$ cat config.mk
export PLATFORM = sky130hd
export DESIGN_NAME = time_alarm_datapath_flat
export DESIGN_NICKNAME = d
export VERILOG_FILES = /design/src/rtl/alarm_clock_pkg.sv /design/src/rtl/time_alarm_datapath_if.sv /design/src/rtl/mod_n_counter.sv /design/src/rtl/time_alarm_datapath.sv /design/src/flat_wrapper.sv
export SDC_FILE = /design/constraint.sdc
export NUM_CORES = 1
export LEC_CHECK = 0
export CORE_MARGIN = 5
export CORE_UTILIZATION = 54
export DETAILED_ROUTE_END_ITERATION = 10
export PLACE_DENSITY = 0.8
export RECOVER_POWER = 100
export SLEW_MARGIN = 20
export SYNTH_ARGS = -nofsm -noshare
export SYNTH_HDL_FRONTEND = slang
export SYNTH_SLANG_ARGS = --single-unit
$ cat constraint.sdc
create_clock -name Clk -period 2.5 [get_ports Clk]
set_input_delay 0.5 -clock Clk [delete_from_list [all_inputs] [get_ports Clk]]
set_output_delay 0.5 -clock Clk [all_outputs]
set_load 0.02 [all_outputs]
$ cat src/rtl/alarm_clock_pkg.sv
// Shared encodings and field limits for the alarm clock datapath.
package alarm_clock_pkg;

  typedef enum logic [1:0] {
    FS_MIN  = 2'b00,
    FS_HOUR = 2'b01,
    FS_DAY  = 2'b10,
    FS_NONE = 2'b11
  } field_sel_t;

  localparam int SEC_MAX  = 59;
  localparam int MIN_MAX  = 59;
  localparam int HOUR_MAX = 23;
  localparam int DAY_MAX  = 6;

  typedef enum logic [1:0] {
    ST_IDLE   = 2'b00,
    ST_RING   = 2'b01,
    ST_SNOOZE = 2'b10
  } alarm_state_t;

endpackage

$ cat src/rtl/time_alarm_datapath_if.sv
// Control inputs from control_unit_1 and time/alarm/buzzer outputs of the datapath.
interface time_alarm_datapath_if;

  logic       Tick;
  logic       SetMode;
  logic       Incr;
  logic [1:0] FieldSel;
  logic       Target;
  logic       ClearSec;
  logic       AlarmEn;
  logic       AlarmAck;
  logic       Snooze;

  logic [5:0] Sec;
  logic [5:0] Min;
  logic [4:0] Hour;
  logic [2:0] Day;
  logic [5:0] AlMin;
  logic [4:0] AlHour;
  logic       Ring;
  logic       Snoozing;

  modport master (
    output Tick, SetMode, Incr, FieldSel, Target, ClearSec, AlarmEn, AlarmAck, Snooze,
    input  Sec, Min, Hour, Day, AlMin, AlHour, Ring, Snoozing
  );

  modport slave (
    input  Tick, SetMode, Incr, FieldSel, Target, ClearSec, AlarmEn, AlarmAck, Snooze,
    output Sec, Min, Hour, Day, AlMin, AlHour, Ring, Snoozing
  );

endinterface

$ cat src/rtl/mod_n_counter.sv
// Modulo-N up-counter with clear; wrap is combinational so carry chains settle in one edge.
module mod_n_counter #(
  parameter int N     = 60,
  parameter int WIDTH = 6
) (
  input  logic             Clk,
  input  logic             Reset,
  input  logic             inc,
  input  logic             clr,
  output logic [WIDTH-1:0] value,
  output logic             wrap
);

  localparam logic [WIDTH-1:0] LAST = WIDTH'(N - 1);

  assign wrap = inc && !clr && (value == LAST);

  always_ff @(posedge Clk) begin
    if (Reset) begin
      value <= '0;
    end else if (clr) begin
      value <= '0;
    end else if (inc) begin
      value <= wrap ? '0 : value + 1'b1;
    end
  end

endmodule

$ cat src/rtl/time_alarm_datapath.sv
// Time-of-day and alarm registers plus the ring/snooze sequencer feeding display and buzzer.
//
// state     | meaning
// ST_IDLE   | buzzer off, waiting for a registered alarm match
// ST_RING   | buzzer on, counting ticks toward auto-stop
// ST_SNOOZE | buzzer off, counting minute rollovers toward re-ring
module time_alarm_datapath
  import alarm_clock_pkg::*;
#(
  parameter int RING_SECS  = 60,
  parameter int SNOOZE_MIN = 5
) (
  input logic                  Clk,
  input logic                  Reset,
  time_alarm_datapath_if.slave bus
);

  localparam logic [7:0] RING_LAST   = 8'(RING_SECS);
  localparam logic [3:0] SNOOZE_LAST = 4'(SNOOZE_MIN);

  logic       run_mode;
  logic       set_inc;
  logic       sec_inc;
  logic       inc_min, inc_hour, inc_day;
  logic       inc_al_min, inc_al_hour;
  logic       sec_wrap, min_wrap, hour_wrap;
  logic       unused_day_wrap, unused_al_min_wrap, unused_al_hour_wrap;

  logic [5:0] sec_q, min_q, al_min_q;
  logic [4:0] hour_q, al_hour_q;
  logic [2:0] day_q;

  logic [5:0] min_next;
  logic [4:0] hour_next;
  logic       match_d, match_q;

  alarm_state_t state_q, state_d;
  logic [7:0]   ring_cnt_q, ring_cnt_d;
  logic [3:0]   snz_cnt_q, snz_cnt_d;
  logic         ring, snoozing;

  assign run_mode = !bus.SetMode;
  assign set_inc  = bus.SetMode && bus.Incr;
  assign sec_inc  = run_mode && bus.Tick && !bus.ClearSec;

  // In set mode a field wraps on its own; carries only propagate while running.
  assign inc_min     = sec_wrap
                     || (set_inc && !bus.Target && bus.FieldSel == FS_MIN);
  assign inc_hour    = (run_mode && min_wrap)
                     || (set_inc && !bus.Target && bus.FieldSel == FS_HOUR);
  assign inc_day     = (run_mode && hour_wrap)
                     || (set_inc && !bus.Target && bus.FieldSel == FS_DAY);
  assign inc_al_min  = set_inc && bus.Target && bus.FieldSel == FS_MIN;
  assign inc_al_hour = set_inc && bus.Target && bus.FieldSel == FS_HOUR;

  mod_n_counter #(.N(SEC_MAX + 1), .WIDTH(6)) u_sec (
    .Clk(Clk), .Reset(Reset), .inc(sec_inc), .clr(bus.ClearSec),
    .value(sec_q), .wrap(sec_wrap)
  );

  mod_n_counter #(.N(MIN_MAX + 1), .WIDTH(6)) u_min (
    .Clk(Clk), .Reset(Reset), .inc(inc_min), .clr(1'b0),
    .value(min_q), .wrap(min_wrap)
  );

  mod_n_counter #(.N(HOUR_MAX + 1), .WIDTH(5)) u_hour (
    .Clk(Clk), .Reset(Reset), .inc(inc_hour), .clr(1'b0),
    .value(hour_q), .wrap(hour_wrap)
  );

  mod_n_counter #(.N(DAY_MAX + 1), .WIDTH(3)) u_day (
    .Clk(Clk), .Reset(Reset), .inc(inc_day), .clr(1'b0),
    .value(day_q), .wrap(unused_day_wrap)
  );

  mod_n_counter #(.N(MIN_MAX + 1), .WIDTH(6)) u_al_min (
    .Clk(Clk), .Reset(Reset), .inc(inc_al_min), .clr(1'b0),
    .value(al_min_q), .wrap(unused_al_min_wrap)
  );

  mod_n_counter #(.N(HOUR_MAX + 1), .WIDTH(5)) u_al_hour (
    .Clk(Clk), .Reset(Reset), .inc(inc_al_hour), .clr(1'b0),
    .value(al_hour_q), .wrap(unused_al_hour_wrap)
  );

  // Compare against the post-rollover time so the match belongs to the rollover edge.
  assign min_next  = min_wrap ? '0 : min_q + 6'd1;
  assign hour_next = hour_wrap ? '0 : (min_wrap ? hour_q + 5'd1 : hour_q);
  assign match_d   = sec_wrap && bus.AlarmEn
                   && (min_next == al_min_q) && (hour_next == al_hour_q);

  always_ff @(posedge Clk) begin
    if (Reset) begin
      match_q <= 1'b0;
    end else begin
      match_q <= match_d;
    end
  end

  always_ff @(posedge Clk) begin
    if (Reset) begin
      state_q    <= ST_IDLE;
      ring_cnt_q <= '0;
      snz_cnt_q  <= '0;
    end else begin
      state_q    <= state_d;
      ring_cnt_q <= ring_cnt_d;
      snz_cnt_q  <= snz_cnt_d;
    end
  end

  always_comb begin
    state_d    = state_q;
    ring_cnt_d = ring_cnt_q;
    snz_cnt_d  = snz_cnt_q;
    if (!bus.AlarmEn) begin
      state_d = ST_IDLE;
    end else begin
      case (state_q)
        ST_IDLE: begin
          if (match_q) begin
            state_d    = ST_RING;
            ring_cnt_d = '0;
          end
        end
        ST_RING: begin
          if (bus.AlarmAck) begin
            state_d = ST_IDLE;
          end else if (bus.Snooze) begin
            state_d   = ST_SNOOZE;
            snz_cnt_d = '0;
          end else if (bus.Tick) begin
            ring_cnt_d = ring_cnt_q + 8'd1;
            if (ring_cnt_d == RING_LAST) begin
              state_d = ST_IDLE;
            end
          end
        end
        ST_SNOOZE: begin
          if (bus.AlarmAck) begin
            state_d = ST_IDLE;
          end else if (sec_wrap) begin
            snz_cnt_d = snz_cnt_q + 4'd1;
            if (snz_cnt_d == SNOOZE_LAST) begin
              state_d    = ST_RING;
              ring_cnt_d = '0;
            end
          end
        end
        default: state_d = ST_IDLE;
      endcase
    end
  end

  always_comb begin
    ring     = 1'b0;
    snoozing = 1'b0;
    case (state_q)
      ST_RING:   ring     = 1'b1;
      ST_SNOOZE: snoozing = 1'b1;
      default: ;
    endcase
  end

  assign bus.Sec      = sec_q;
  assign bus.Min      = min_q;
  assign bus.Hour     = hour_q;
  assign bus.Day      = day_q;
  assign bus.AlMin    = al_min_q;
  assign bus.AlHour   = al_hour_q;
  assign bus.Ring     = ring;
  assign bus.Snoozing = snoozing;

endmodule

$ cat src/flat_wrapper.sv
// flat-port wrapper written by rule: the top's interface ports become plain ports
module time_alarm_datapath_flat import alarm_clock_pkg::*;
#(
  parameter int RING_SECS  = 60,
  parameter int SNOOZE_MIN = 5
)
  (Clk, Reset, bus_Tick, bus_SetMode, bus_Incr, bus_FieldSel, bus_Target, bus_ClearSec, bus_AlarmEn, bus_AlarmAck, bus_Snooze, bus_Sec, bus_Min, bus_Hour, bus_Day, bus_AlMin, bus_AlHour, bus_Ring, bus_Snoozing);
  time_alarm_datapath_if bus_i ();
  input logic Clk;
  input logic Reset;
  input wire logic [$bits(bus_i.Tick)-1:0] bus_Tick;
  input wire logic [$bits(bus_i.SetMode)-1:0] bus_SetMode;
  input wire logic [$bits(bus_i.Incr)-1:0] bus_Incr;
  input wire logic [$bits(bus_i.FieldSel)-1:0] bus_FieldSel;
  input wire logic [$bits(bus_i.Target)-1:0] bus_Target;
  input wire logic [$bits(bus_i.ClearSec)-1:0] bus_ClearSec;
  input wire logic [$bits(bus_i.AlarmEn)-1:0] bus_AlarmEn;
  input wire logic [$bits(bus_i.AlarmAck)-1:0] bus_AlarmAck;
  input wire logic [$bits(bus_i.Snooze)-1:0] bus_Snooze;
  output wire logic [$bits(bus_i.Sec)-1:0] bus_Sec;
  output wire logic [$bits(bus_i.Min)-1:0] bus_Min;
  output wire logic [$bits(bus_i.Hour)-1:0] bus_Hour;
  output wire logic [$bits(bus_i.Day)-1:0] bus_Day;
  output wire logic [$bits(bus_i.AlMin)-1:0] bus_AlMin;
  output wire logic [$bits(bus_i.AlHour)-1:0] bus_AlHour;
  output wire logic [$bits(bus_i.Ring)-1:0] bus_Ring;
  output wire logic [$bits(bus_i.Snoozing)-1:0] bus_Snoozing;
  assign bus_i.Tick = bus_Tick;
  assign bus_i.SetMode = bus_SetMode;
  assign bus_i.Incr = bus_Incr;
  assign bus_i.FieldSel = bus_FieldSel;
  assign bus_i.Target = bus_Target;
  assign bus_i.ClearSec = bus_ClearSec;
  assign bus_i.AlarmEn = bus_AlarmEn;
  assign bus_i.AlarmAck = bus_AlarmAck;
  assign bus_i.Snooze = bus_Snooze;
  assign bus_Sec = bus_i.Sec;
  assign bus_Min = bus_i.Min;
  assign bus_Hour = bus_i.Hour;
  assign bus_Day = bus_i.Day;
  assign bus_AlMin = bus_i.AlMin;
  assign bus_AlHour = bus_i.AlHour;
  assign bus_Ring = bus_i.Ring;
  assign bus_Snoozing = bus_i.Snoozing;
  time_alarm_datapath #(.RING_SECS(RING_SECS), .SNOOZE_MIN(SNOOZE_MIN)) u_core (.Clk(Clk), .Reset(Reset), .bus(bus_i));
endmodule
==> results <==
logic make-up (layout without fill, tap and decap cells):
kind of cell,count (synthesis),after routing,share of synthesized area
DFF,46,46,0.324
buffers and inverters,21,91,0.0317
and+or+nand+nor,159,159,0.296
adders and majority gates,11,11,0.0484
AOI/OAI and AO/OA,86,86,0.195
muxes,12,12,0.0427
xor gates and xnor gates,20,20,0.0616
routing by layer:
layer,up-vias,wire [um],share of wire,GRT usage
met1,1384,3280,0.44,0.287
met2,90,3550,0.48,0.389
met5,-,0,0,0
li1,1433,-,-,-
met3,15,406,0.055,0.0477
met4,0,133,0.018,0.0915
registers in the layout, summed over array words and instances (netlist names):
name,cells
u_core.match_q,1
u_core.ring_cnt_q,8
u_core.snz_cnt_q,4
u_core.state_q,2
u_core.u_al_hour.value,5
u_core.u_al_min.value,6
u_core.u_day.value,3
u_core.u_hour.value,5
u_core.u_min.value,6
u_core.u_sec.value,6
final cells by class:
| cell class | count | area (um^2) |
|---|---|---|
| inverters | 9 | 33.8 |
| multi-input cells | 288 | 1890 |
| well taps | 70 | 87.6 |
| flip-flops and latches | 46 | 923 |
| fillers | 434 | 1430 |
| clock inverters | 1 | 30.0 |
| repair buffers | 74 | 634 |
| clock buffers | 7 | 76.3 |
critical path: cells and delay by family:
| kind | cells | cell delay (ps) |
|---|---|---|
| simple gates | 4 | 1170 |
| buf+inv | 1 | 430 |
| compound gates | 3 | 490 |
power by group through the flow:
| stage | clock [uW] | combinational (uW) | sequential (uW) |
|---|---|---|---|
| 2_1_floorplan | 0 | 30.6 | 757 |
| 4_1_cts | 557 | 84.7 | 738 |
| 3_5_place_dp | 0 | 84.4 | 755 |
| 6_report | 552 | 82.4 | 738 |
| 3_3_place_gp | 0 | 82.6 | 755 |
| 5_1_grt | 596 | 88.8 | 738 |
worst min path at each step:
| stage | startpoint | endpoint | slack [ps] | cells past startpoint |
|---|---|---|---|---|
| after global routing | u_core.ring_cnt_q[7]$_SDFFE_PP0P_ | u_core.ring_cnt_q[7]$_SDFFE_PP0P_ | 530 | 1 |
| after CTS | u_core.ring_cnt_q[7]$_SDFFE_PP0P_ | u_core.ring_cnt_q[7]$_SDFFE_PP0P_ | 490 | 1 |
| after detailed placement | u_core.ring_cnt_q[7]$_SDFFE_PP0P_ | u_core.ring_cnt_q[7]$_SDFFE_PP0P_ | 480 | 1 |
| final | u_core.ring_cnt_q[7]$_SDFFE_PP0P_ | u_core.ring_cnt_q[7]$_SDFFE_PP0P_ | 490 | 1 |
| after global placement | u_core.ring_cnt_q[7]$_SDFFE_PP0P_ | u_core.ring_cnt_q[7]$_SDFFE_PP0P_ | 470 | 1 |
| after floorplan | u_core.ring_cnt_q[7]$_SDFFE_PP0P_ | u_core.ring_cnt_q[7]$_SDFFE_PP0P_ | 450 | 1 |
cells in the mapped netlist (all sizes together) (2+ instances only):
library cell / instances / area [um^2]
nor4: 4 / 31.3
a211o: 2 / 17.5
a21boi: 2 / 15.0
o21ai: 20 / 108
inv: 9 / 33.8
and3b: 2 / 17.5
nor3b: 5 / 48.8
or3b: 2 / 17.5
a211oi: 4 / 35.0
nor2: 46 / 173
or3: 9 / 56.3
dfxtp: 46 / 921
nor3: 11 / 55.1
buf: 3 / 21.3
clkbuf: 9 / 35.0
mux2i: 11 / 110
nand3b: 3 / 22.5
o21a: 2 / 15.0
a311oi: 5 / 43.8
nand3: 12 / 65.1
o32ai: 2 / 17.5
ha: 11 / 138
a31oi: 4 / 25.0
and3: 6 / 37.5
o2111ai: 2 / 17.5
and2: 6 / 37.5
nor2b: 4 / 25.0
nand4: 7 / 43.8
xnor2: 7 / 61.3
nand2b: 7 / 43.8
xor2: 13 / 114
nand2: 29 / 111
o211ai: 3 / 22.5
a21oi: 30 / 154
cell usage in the layout, fill, tap and decap left out, types with 9 or more instances in the layout:
cell             count
dlygate4sd3_1       31
nand2_1             27
buf_4               20
clkbuf_1             9
o21ai_0             18
nor3_1              10
ha_1                11
inv_1                9
clkdlybuf4s50_1     10
a21oi_1             29
dfxtp_1             44
nor2_1              46
nand3_1             11
xor2_1              13
mux2i_1             11
through the flow:
step                      utilization  instance area [um^2]  setup TNS, ps
after floorplan                     -                  2840              0
after global placement          0.690                  3520           -389
after detailed placement        0.690                  3520          -1030
after CTS                       0.711                  3630              0
after global routing            0.720                  3680          -5.13
final                           0.720                  3680              0
what timing repair did:
action	CTS	global route
resized for setup	0	17
buffers inserted	0	2
setup endpoints to repair	0	2
==> impl_metrics.ini <==
[final_layout]
nets = 447
drive_gt1_frac = 0.125
diodes = 0
syn_to_final_growth_pct = 29.3
fin_cells = 495

[global_routing]
grt_max_degree = 25
grt_pass1_wl_um = 12400
grt_pass1_vias = 2797
antenna_found_initial = 0
grt_util_all_layers = 0.231
grt_overflow_total = 0

[clock_tree]
holdBufCountCts = 0
numCtsBuffers = 5
cts_tree = built
cts_sinks = 46
htree_levels = 2
clockBufferDepth = 2
clk_pin_slew_worst_paths_ps = 90
clock_latency_ps = 300
clockRootBuffer = clkbuf_8

[critical_path]
crit_end = u_core.match_q$_SDFF_PP0_
cp-start-kind = primary input
r2r_end = u_core.match_q$_SDFF_PP0_
r2r_slack_ps = 150
critPathKind = in2reg
critPathMaxFanout = 3
r2r_start = u_core.u_sec.value[0]$_SDFFE_PP0P_
worstPathCellList = clkdlybuf4s50_1 -> and3b_1 -> and2_1 -> o21ai_2 -> or3_1 -> a311oi_2 -> a211oi_1 -> nor4_2
arrival_ps = 2590
cp_slowest_cell = clkdlybuf4s50_1
required_ps = 2720
worstSetupEndpointType = flop
r2r_cells = 8
startpoint = bus_FieldSel[1]
max_stage_delay_ps = 430

[die]
ios = 45
die_area_um2 = 6820
core_um2 = 5110
initial_core_util = 0.557
rows = 26
die_h_um = 82.6
die_w_um = 82.6

[pwr]
swShare = 0.219
ir_worst_vdd_mv = 0.303
sequentialPowerShare = 0.538
internal-power_uw = 1070
combPwrFrac = 0.060
pwr_density_cell_nw_per_um2 = 373
leakage_uw = 0.00141
p_total_uw = 1370
p_clk_frac = 0.402
switching_power_uw = 301

[logic_synthesis]
synth_nets = 378
async_flop_share = 0
synth_top_flop_cell = dfxtp_1
synth-seq-area-share = 0.324
ys_ff_latch = 46
synth_cell_types = 62
ys.warnings.count = 0
synth-edff-count = 0
syn_avg_cell_area_um2 = 8.01
synth_area_um2 = 2840
synthCells = 355

[place]
finalWeightedCongestion = 0.977
pre_cts_ws_ps = -239
dp.cells = 485
port_buffers = 44
place_hpwl_um = 5590

[drt]
dr_total_vias = 2922
routed_wl_um = 7370
drc = 0
ant_nets = 0
routedWlPerCell_um = 14.9
via_per_inst = 5.90
first_iter_violations = 133
drt-pass1-iter-count = 4

[worst_hold_path]
hold_path_class = reg2reg

[timing]
post-route-period-util = 0.948
hold_viol_final = 0
setup_ws_ps = 129
slew_violations = 0
worstMarginPinSlew_ps = 406
fmax_mhz = 422
period_needed_ps = 2370
slew_headroom = 0.723
skew_ps = 5.98
setup_viol = 0
whs_ps = 494

[job]
cap_violations = 0

[outcome]
status = completed
Note: power is estimated with default switching activity, not from simulation.
